File: config.mk
export PLATFORM = sky130hd
export DESIGN_NAME = multicycle_ctrl
export DESIGN_NICKNAME = d
export VERILOG_FILES = /design/src/rtl/multicycle_ctrl_pkg.sv /design/src/rtl/multicycle_ctrl_alu_decoder.sv /design/src/rtl/multicycle_ctrl.sv
export SDC_FILE = /design/constraint.sdc
export NUM_CORES = 1
export LEC_CHECK = 0
export CORE_MARGIN = 4
export CORE_UTILIZATION = 45
export CTS_BUF_LIST = sky130_fd_sc_hd__clkbuf_2
export CTS_CLUSTER_SIZE = 16
export DETAILED_ROUTE_END_ITERATION = 12
export GPL_ROUTABILITY_DRIVEN = 0
export PLACE_DENSITY = 0.91
export SKIP_CTS_REPAIR_TIMING = 1
export SLEW_MARGIN = 15
export SYNTH_ARGS = -nofsm -noshare
export SYNTH_HDL_FRONTEND = slang
export SYNTH_HIERARCHICAL = 1
export SYNTH_SLANG_ARGS = --single-unit
export TNS_END_PERCENT = 10
File: constraint.sdc
create_clock -name clk -period 3.1 [get_ports clk]
set_input_delay 0.465 -clock clk [delete_from_list [all_inputs] [get_ports clk]]
set_output_delay 0.465 -clock clk [all_outputs]
set_load 0.005 [all_outputs]
File: src/rtl/multicycle_ctrl_pkg.sv
// Shared types and select encodings for the multicycle CPU control path.
package multicycle_ctrl_pkg;

  // Decoded opcode classes delivered by the instruction decoder
  typedef enum logic [2:0] {
    OP_RTYPE   = 3'd0,
    OP_LW      = 3'd1,
    OP_SW      = 3'd2,
    OP_BEQ     = 3'd3,
    OP_ADDI    = 3'd4,
    OP_J       = 3'd5,
    OP_INVALID = 3'd6
  } OPECODE;

  // Decoded R-type function classes
  typedef enum logic [2:0] {
    FN_ADD     = 3'd0,
    FN_SUB     = 3'd1,
    FN_AND     = 3'd2,
    FN_OR      = 3'd3,
    FN_SLT     = 3'd4,
    FN_INVALID = 3'd5
  } FUNCT;

  // Control FSM states
  typedef enum logic [3:0] {
    FETCH, DECODE, MEMADR, MEMRD, MEMWB, MEMWR, EXECUTE,
    ALUWB, BRANCH, ADDIEX, ADDIWB, JUMP, ILLEGAL, HALT
  } CTRL_STATE;

  // ALU operation codes as seen by the datapath
  typedef enum logic [2:0] {
    ALU_AND = 3'b000,
    ALU_OR  = 3'b001,
    ALU_ADD = 3'b010,
    ALU_SUB = 3'b110,
    ALU_SLT = 3'b111
  } ALU_CTRL;

  // Coarse ALU request from the FSM; AOP_FUNCT defers to the function field
  typedef enum logic [1:0] {
    AOP_ADD   = 2'd0,
    AOP_SUB   = 2'd1,
    AOP_FUNCT = 2'd2
  } ALU_OP;

  localparam logic [1:0] SRCB_B       = 2'b00;
  localparam logic [1:0] SRCB_FOUR    = 2'b01;
  localparam logic [1:0] SRCB_IMM     = 2'b10;
  localparam logic [1:0] SRCB_IMM_SH2 = 2'b11;

  localparam logic [1:0] PCSRC_ALU    = 2'b00;
  localparam logic [1:0] PCSRC_ALUOUT = 2'b01;
  localparam logic [1:0] PCSRC_JUMP   = 2'b10;

  // True for function codes the ALU can actually execute
  function automatic logic funct_legal(input FUNCT f);
    return (f == FN_ADD) || (f == FN_SUB) || (f == FN_AND) ||
           (f == FN_OR)  || (f == FN_SLT);
  endfunction

endpackage

File: src/rtl/multicycle_ctrl_alu_decoder.sv
// Maps the FSM's coarse ALU request and the R-type function to an ALU opcode.
module alu_decoder
  import multicycle_ctrl_pkg::*;
(
  input  ALU_OP   i_alu_op,
  input  FUNCT    i_funct,
  output ALU_CTRL o_alu_ctrl
);

  // Pure lookup; unknown function codes fall back to ADD so the ALU is never undefined
  always_comb begin
    o_alu_ctrl = ALU_ADD;
    case (i_alu_op)
      AOP_ADD: o_alu_ctrl = ALU_ADD;
      AOP_SUB: o_alu_ctrl = ALU_SUB;
      AOP_FUNCT: begin
        case (i_funct)
          FN_ADD:  o_alu_ctrl = ALU_ADD;
          FN_SUB:  o_alu_ctrl = ALU_SUB;
          FN_AND:  o_alu_ctrl = ALU_AND;
          FN_OR:   o_alu_ctrl = ALU_OR;
          FN_SLT:  o_alu_ctrl = ALU_SLT;
          default: o_alu_ctrl = ALU_ADD;
        endcase
      end
      default: o_alu_ctrl = ALU_ADD;
    endcase
  end

endmodule

File: src/rtl/multicycle_ctrl.sv
// Main control FSM of the multicycle CPU: sequences the shared memory/ALU datapath.
module multicycle_ctrl
  import multicycle_ctrl_pkg::*;
#(
  parameter logic [1:0] FETCH_PC_INC = SRCB_FOUR,
  parameter bit         ENABLE_TRAP  = 1'b1
) (
  input  logic       clk,
  input  logic       reset,
  input  OPECODE     op,
  input  FUNCT       funct,
  input  logic       zero,
  input  logic       mem_ready,
  output logic       mem_req,
  output logic       mem_write,
  output logic       iord,
  output logic       ir_write,
  output logic       reg_dst,
  output logic       mem_to_reg,
  output logic       reg_write,
  output logic       alu_src_a,
  output logic [1:0] alu_src_b,
  output logic [2:0] alu_control,
  output logic [1:0] pc_src,
  output logic       pc_en,
  output logic       instr_done,
  output logic       halted
);

  CTRL_STATE r_state;
  ALU_OP     w_alu_op;
  ALU_CTRL   w_alu_ctrl;

  alu_decoder u_alu_decoder (
    .i_alu_op   (w_alu_op),
    .i_funct    (funct),
    .o_alu_ctrl (w_alu_ctrl)
  );

  // State sequencing; memory states stall on mem_ready, HALT is left only through reset
  always_ff @(posedge clk) begin
    if (reset) begin
      r_state <= FETCH;
    end else begin
      case (r_state)
        FETCH:   if (mem_ready) r_state <= DECODE;
        DECODE: begin
          case (op)
            OP_LW, OP_SW: r_state <= MEMADR;
            OP_RTYPE:     r_state <= funct_legal(funct) ? EXECUTE : ILLEGAL;
            OP_BEQ:       r_state <= BRANCH;
            OP_ADDI:      r_state <= ADDIEX;
            OP_J:         r_state <= JUMP;
            default:      r_state <= ILLEGAL;
          endcase
        end
        MEMADR:  r_state <= (op == OP_SW) ? MEMWR : MEMRD;
        MEMRD:   if (mem_ready) r_state <= MEMWB;
        MEMWB:   r_state <= FETCH;
        MEMWR:   if (mem_ready) r_state <= FETCH;
        EXECUTE: r_state <= ALUWB;
        ALUWB:   r_state <= FETCH;
        BRANCH:  r_state <= FETCH;
        ADDIEX:  r_state <= ADDIWB;
        ADDIWB:  r_state <= FETCH;
        JUMP:    r_state <= FETCH;
        ILLEGAL: r_state <= ENABLE_TRAP ? HALT : FETCH;
        HALT:    r_state <= HALT;
        default: r_state <= FETCH;
      endcase
    end
  end

  // Moore decode of the datapath controls; reset forces everything low so a
  // half-finished instruction cannot write anything while reset is held
  always_comb begin
    mem_req    = 1'b0;
    mem_write  = 1'b0;
    iord       = 1'b0;
    ir_write   = 1'b0;
    reg_dst    = 1'b0;
    mem_to_reg = 1'b0;
    reg_write  = 1'b0;
    alu_src_a  = 1'b0;
    alu_src_b  = SRCB_B;
    pc_src     = PCSRC_ALU;
    pc_en      = 1'b0;
    instr_done = 1'b0;
    halted     = 1'b0;
    w_alu_op   = AOP_ADD;
    if (!reset) begin
      case (r_state)
        FETCH: begin
          mem_req   = 1'b1;
          alu_src_b = FETCH_PC_INC;
          ir_write  = mem_ready;
          pc_en     = mem_ready;
        end
        DECODE:  alu_src_b = SRCB_IMM_SH2;
        MEMADR: begin
          alu_src_a = 1'b1;
          alu_src_b = SRCB_IMM;
        end
        MEMRD: begin
          mem_req = 1'b1;
          iord    = 1'b1;
        end
        MEMWB: begin
          reg_write  = 1'b1;
          mem_to_reg = 1'b1;
          instr_done = 1'b1;
        end
        MEMWR: begin
          mem_req    = 1'b1;
          mem_write  = 1'b1;
          iord       = 1'b1;
          instr_done = mem_ready;
        end
        EXECUTE: begin
          alu_src_a = 1'b1;
          w_alu_op  = AOP_FUNCT;
        end
        ALUWB: begin
          reg_write  = 1'b1;
          reg_dst    = 1'b1;
          instr_done = 1'b1;
        end
        BRANCH: begin
          alu_src_a  = 1'b1;
          w_alu_op   = AOP_SUB;
          pc_src     = PCSRC_ALUOUT;
          pc_en      = zero;
          instr_done = 1'b1;
        end
        ADDIEX: begin
          alu_src_a = 1'b1;
          alu_src_b = SRCB_IMM;
        end
        ADDIWB: begin
          reg_write  = 1'b1;
          instr_done = 1'b1;
        end
        JUMP: begin
          pc_src     = PCSRC_JUMP;
          pc_en      = 1'b1;
          instr_done = 1'b1;
        end
        ILLEGAL: instr_done = ~ENABLE_TRAP;
        HALT:    halted = 1'b1;
        default: ;
      endcase
    end
  end

  // ALU opcode is also blanked during reset so every output reads zero
  assign alu_control = reset ? 3'b000 : w_alu_ctrl;

endmodule

==> results <==
==> cell usage in the layout (no fill, tap or decap), types with 2 or more instances in the layout <==
cell,n
sky130_fd_sc_hd__inv_1,8
sky130_fd_sc_hd__a31oi_1,3
sky130_fd_sc_hd__clkbuf_2,3
sky130_fd_sc_hd__nor4_1,2
sky130_fd_sc_hd__or2_2,2
sky130_fd_sc_hd__dfxtp_1,2
sky130_fd_sc_hd__clkdlybuf4s50_1,25
sky130_fd_sc_hd__o21ai_0,6
sky130_fd_sc_hd__nand2b_1,7
sky130_fd_sc_hd__dlymetal6s2s_1,2
sky130_fd_sc_hd__nand3_1,2
sky130_fd_sc_hd__buf_4,12
sky130_fd_sc_hd__a2111oi_0,2
sky130_fd_sc_hd__nor2b_1,3
sky130_fd_sc_hd__a21oi_1,12
sky130_fd_sc_hd__nand3b_1,2
sky130_fd_sc_hd__nor3_1,8
sky130_fd_sc_hd__ha_1,2
sky130_fd_sc_hd__xnor2_1,2
sky130_fd_sc_hd__or3b_1,2
sky130_fd_sc_hd__nor2b_2,2
sky130_fd_sc_hd__nand2_1,7
sky130_fd_sc_hd__nor2_1,9
==> final cells by class <==
type,instances,area share
well taps,16,0.0172
flip-flops and latches,4,0.0730
inverters,8,0.0258
multi-input cells,91,0.514
clock buffers,3,0.0129
repair buffers,42,0.357
==> metrics by stage <==
| step | util | instance area [um2] |
|---|---|---|
| after floorplan | - | 731 |
| after global routing | 0.765 | 1170 |
| final | 0.765 | 1170 |
| after global placement | 0.683 | 1040 |
| after CTS | 0.693 | 1060 |
| after detailed placement | 0.683 | 1040 |
==> power groups by stage <==
| stage | logic (mW) | registers, mW | clock network [mW] |
|---|---|---|---|
| after floorplan | 0.144 | 0.0665 | 0 |
| after global placement | 0.216 | 0.0704 | 0 |
| after detailed placement | 0.224 | 0.0705 | 0 |
| after CTS | 0.225 | 0.0700 | 0.0502 |
| after global routing | 0.274 | 0.0788 | 0.0545 |
| final | 0.254 | 0.0781 | 0.0515 |
==> final timing paths <==
path	startpoint	endpoint	slack [ns]	cells after the start
max	r_state[2]$_SDFFE_PP0P_	alu_control[0]	0.005	9
min reg2reg	r_state[1]$_SDFFE_PP0P_	r_state[3]$_SDFFE_PP0P_	0.70	3
max reg2reg	r_state[0]$_SDFFE_PP0P_	r_state[2]$_SDFFE_PP0P_	1.51	5
min	r_state[1]$_SDFFE_PP0P_	r_state[3]$_SDFFE_PP0P_	0.70	3
==> metal layers <==
layer / wire length (um) / vias to the layer above
met5: 0 / -
met4: 32 / 0
met3: 162 / 4
met2: 1370 / 42
met1: 1000 / 471
li1: - / 481
==> worst register-to-register path, delay by kind of cell (launching register included) <==
kind,cells,cell delay (ns)
buffers and inverters,2,0.38
flip-flops,1,0.56
AO/OA/AOI/OAI,3,0.54
==> cells by family after synthesis <==
logic type | after synthesis
DFF | 4
buffers and inverters | 18
xor gates and xnor gates | 2
AOI/OAI and AO/OA | 33
and+or+nand+nor | 54
adders and majority gates | 2
==> synthesized netlist by cell type, types with 2 or more instances <==
library cell / number / area [um2]
sky130_fd_sc_hd__ha_1: 2 / 25.0
sky130_fd_sc_hd__a21oi_1: 12 / 60.1
sky130_fd_sc_hd__nor4_1: 3 / 18.8
sky130_fd_sc_hd__nor2b_1: 5 / 31.3
sky130_fd_sc_hd__nor2_1: 10 / 37.5
sky130_fd_sc_hd__inv_1: 8 / 30.0
sky130_fd_sc_hd__nand3b_1: 2 / 15.0
sky130_fd_sc_hd__o21ai_0: 6 / 30.0
sky130_fd_sc_hd__a31oi_1: 3 / 18.8
sky130_fd_sc_hd__dfxtp_1: 4 / 80.1
sky130_fd_sc_hd__nand3_1: 2 / 10.0
sky130_fd_sc_hd__nand2_1: 7 / 26.3
sky130_fd_sc_hd__buf_2: 5 / 25.0
sky130_fd_sc_hd__nand2b_1: 7 / 43.8
sky130_fd_sc_hd__or2_2: 2 / 12.5
sky130_fd_sc_hd__or3b_1: 2 / 17.5
sky130_fd_sc_hd__buf_4: 3 / 22.5
sky130_fd_sc_hd__xnor2_1: 2 / 17.5
sky130_fd_sc_hd__a2111oi_0: 2 / 17.5
sky130_fd_sc_hd__nor3_1: 8 / 40.0
==> metrics list <==
* Result of the run: complete, no violations
- Hold WC Path Type: flop to flop
- ANT nets after route: 0
* Count of distinct cell types in the synthesized netlist: 38
- The number of antenna diodes in the final layout is 0.
- Max FFs per register: 4
- Via count of the routed design: 998
- Largest Register: r_state
- For met1 alone, demand over resource in global routing was 0.222.
- Number of flops mapped to enable cells by yosys: 0
- On the critical path the largest part of the delay comes from buffers and inverters.
* Pint: 219 uW
- Via density: 6.09
- Hold WS: 0.698 ns
- Total routed wirelength: 2560 um
- Total area of multi-input combinational cells: 599 um2
- Synthesized-area fraction occupied by adder cells: 0.0342
- The share of total power dissipated in sequential elements is 0.204.
* Setup CP Type: flop to primary output
- Max Cap Violations: 0
* Max H-tree Level: 1
- Buffer levels on the longest clock path: 2
* Pleak: 0.440 nW
- Summed over all nets, the switching power comes to 164 uW.
- Achievable frequency: 0.323 GHz
- The initial antenna violation count was 0.
- Leading register cell type out of synthesis: sky130_fd_sc_hd__dfxtp_1
* DP HPWL: 1670 um
- The core region is 0.00152 mm2.
- Slowest cell on the critical path: sky130_fd_sc_hd__clkdlybuf4s50_1
* Fin. Hold Viols: 0
- Share of post-route cells with drive strength above 1: 0.203
- Relative slew slack: 0.735
- # port buffers: 27
* Xor/xnor cell area share of the yosys netlist: 0.0240
- Post-route fraction of the period consumed by the critical path: 0.999
- CP Capture Type: primary output
- Max-slew violations: 0
- Total standard cell area after synthesis: 731 um2
* Worst Max-Slew Pin Slew: 0.397 ns
- Starting utilization of the core area: 0.479
* Top fanout value on the critical path: 11
- For this run, the number of standard cells in the final layout without fillers is 164.
* Dominant combinational cell family by area after synthesis: simple AND/OR/NAND/NOR gates
- Regs by FF count: r_state: 4 flops
* Die footprint: 0.00233 mm2
- After clock tree synthesis, the clock-pin slew on the worst setup and hold paths is 0.05 ns.
- Post-Syn Instances: 113
* Net count after synthesis: 125
- After synthesis, the share of cell area in mux cells is 0.
- Global-route met2 utilization: 0.339
* Clock sinks: 4
- Wire length of the first global-routing pass: 3220 um
- The tree is rooted in a sky130_fd_sc_hd__clkbuf_2.
- Arrival time at the worst endpoint: 2.63 ns
* # DRC: 0
- Final period demand of the worst path: 3.10 ns
- The number of global-route vias before repair is 816.
- GRT Util Overall: 0.197
* Overall die height: 48.3 um
- Detail-routed net length per standard cell: 15.6 um
- CTS tree: yes
- Synthesis warning total: 6
- Sequential cell area fraction in the yosys report: 0.110
- Fraction of the mapped netlist area in simple logic gates: 0.420
- Skew-Pair Late Insertion Delay: 0.22 ns
- Layout Skew: 0.000354 ns
* Most heavily used metal layer in global routing: met2
- Worst setup margin: 0.00456 ns
- The synthesized design contains 4 register bits.
- Cts bufs inserted: 3
- Accumulated negative setup slack: 0 ns
- Required time reported for the critical path endpoint: 2.63 ns
- Pre-CTS WS: -0.186 ns
- Num rows: 14
- Total power: 383 uW
- Max incr delay on CP: 0.50 ns
- Dividing total power by cell area gives a power density of 329 mW/mm2.
- After filler insertion, the fill cell instance count of the layout stands at 117.
- Layout overhead on the synthesized area: 59.6%
- Critical path startpoint category: flop
- Die X: 48.3 um
* Fraction of the mapped netlist area in compound gates: 0.296
- Setup violations remaining at the end of the flow were counted as 0.
* Initial DRT Pass Iterations: 4
- Avg Synthesized Cell Area: 6.47 um2
* Cell breakdown of the critical path: buf_8 -> nand2_1 -> nor4_2 -> ha_1 -> buf_4 -> nand2b_1 -> a21oi_1 -> nor2b_2 -> clkdlybuf4s50_1
- For this design the top-level I/O count stands at 28.
- Together, buffers and inverters on the worst path number 3.
- Area occupied by registers: 85.1 um2
- After synthesis, the share of flip-flops with an asynchronous set or reset is 0.
- Of the total power, the share spent switching nets is 0.429.
- Met3 capacity usage during global routing: 0.0258
- The share of total power dissipated in combinational logic is 0.662.
* Pin count of the biggest net entering global routing: 22
- Clock share of power: 0.134
- For this run, the post-layout net count is 162.
- Remaining global-route overflow: 0
- Starting DRT DRC Count: 39
- Inst Count DP: 156
* Peak supply drop: 194 uV
Note: power is estimated with default switching activity, not from simulation.
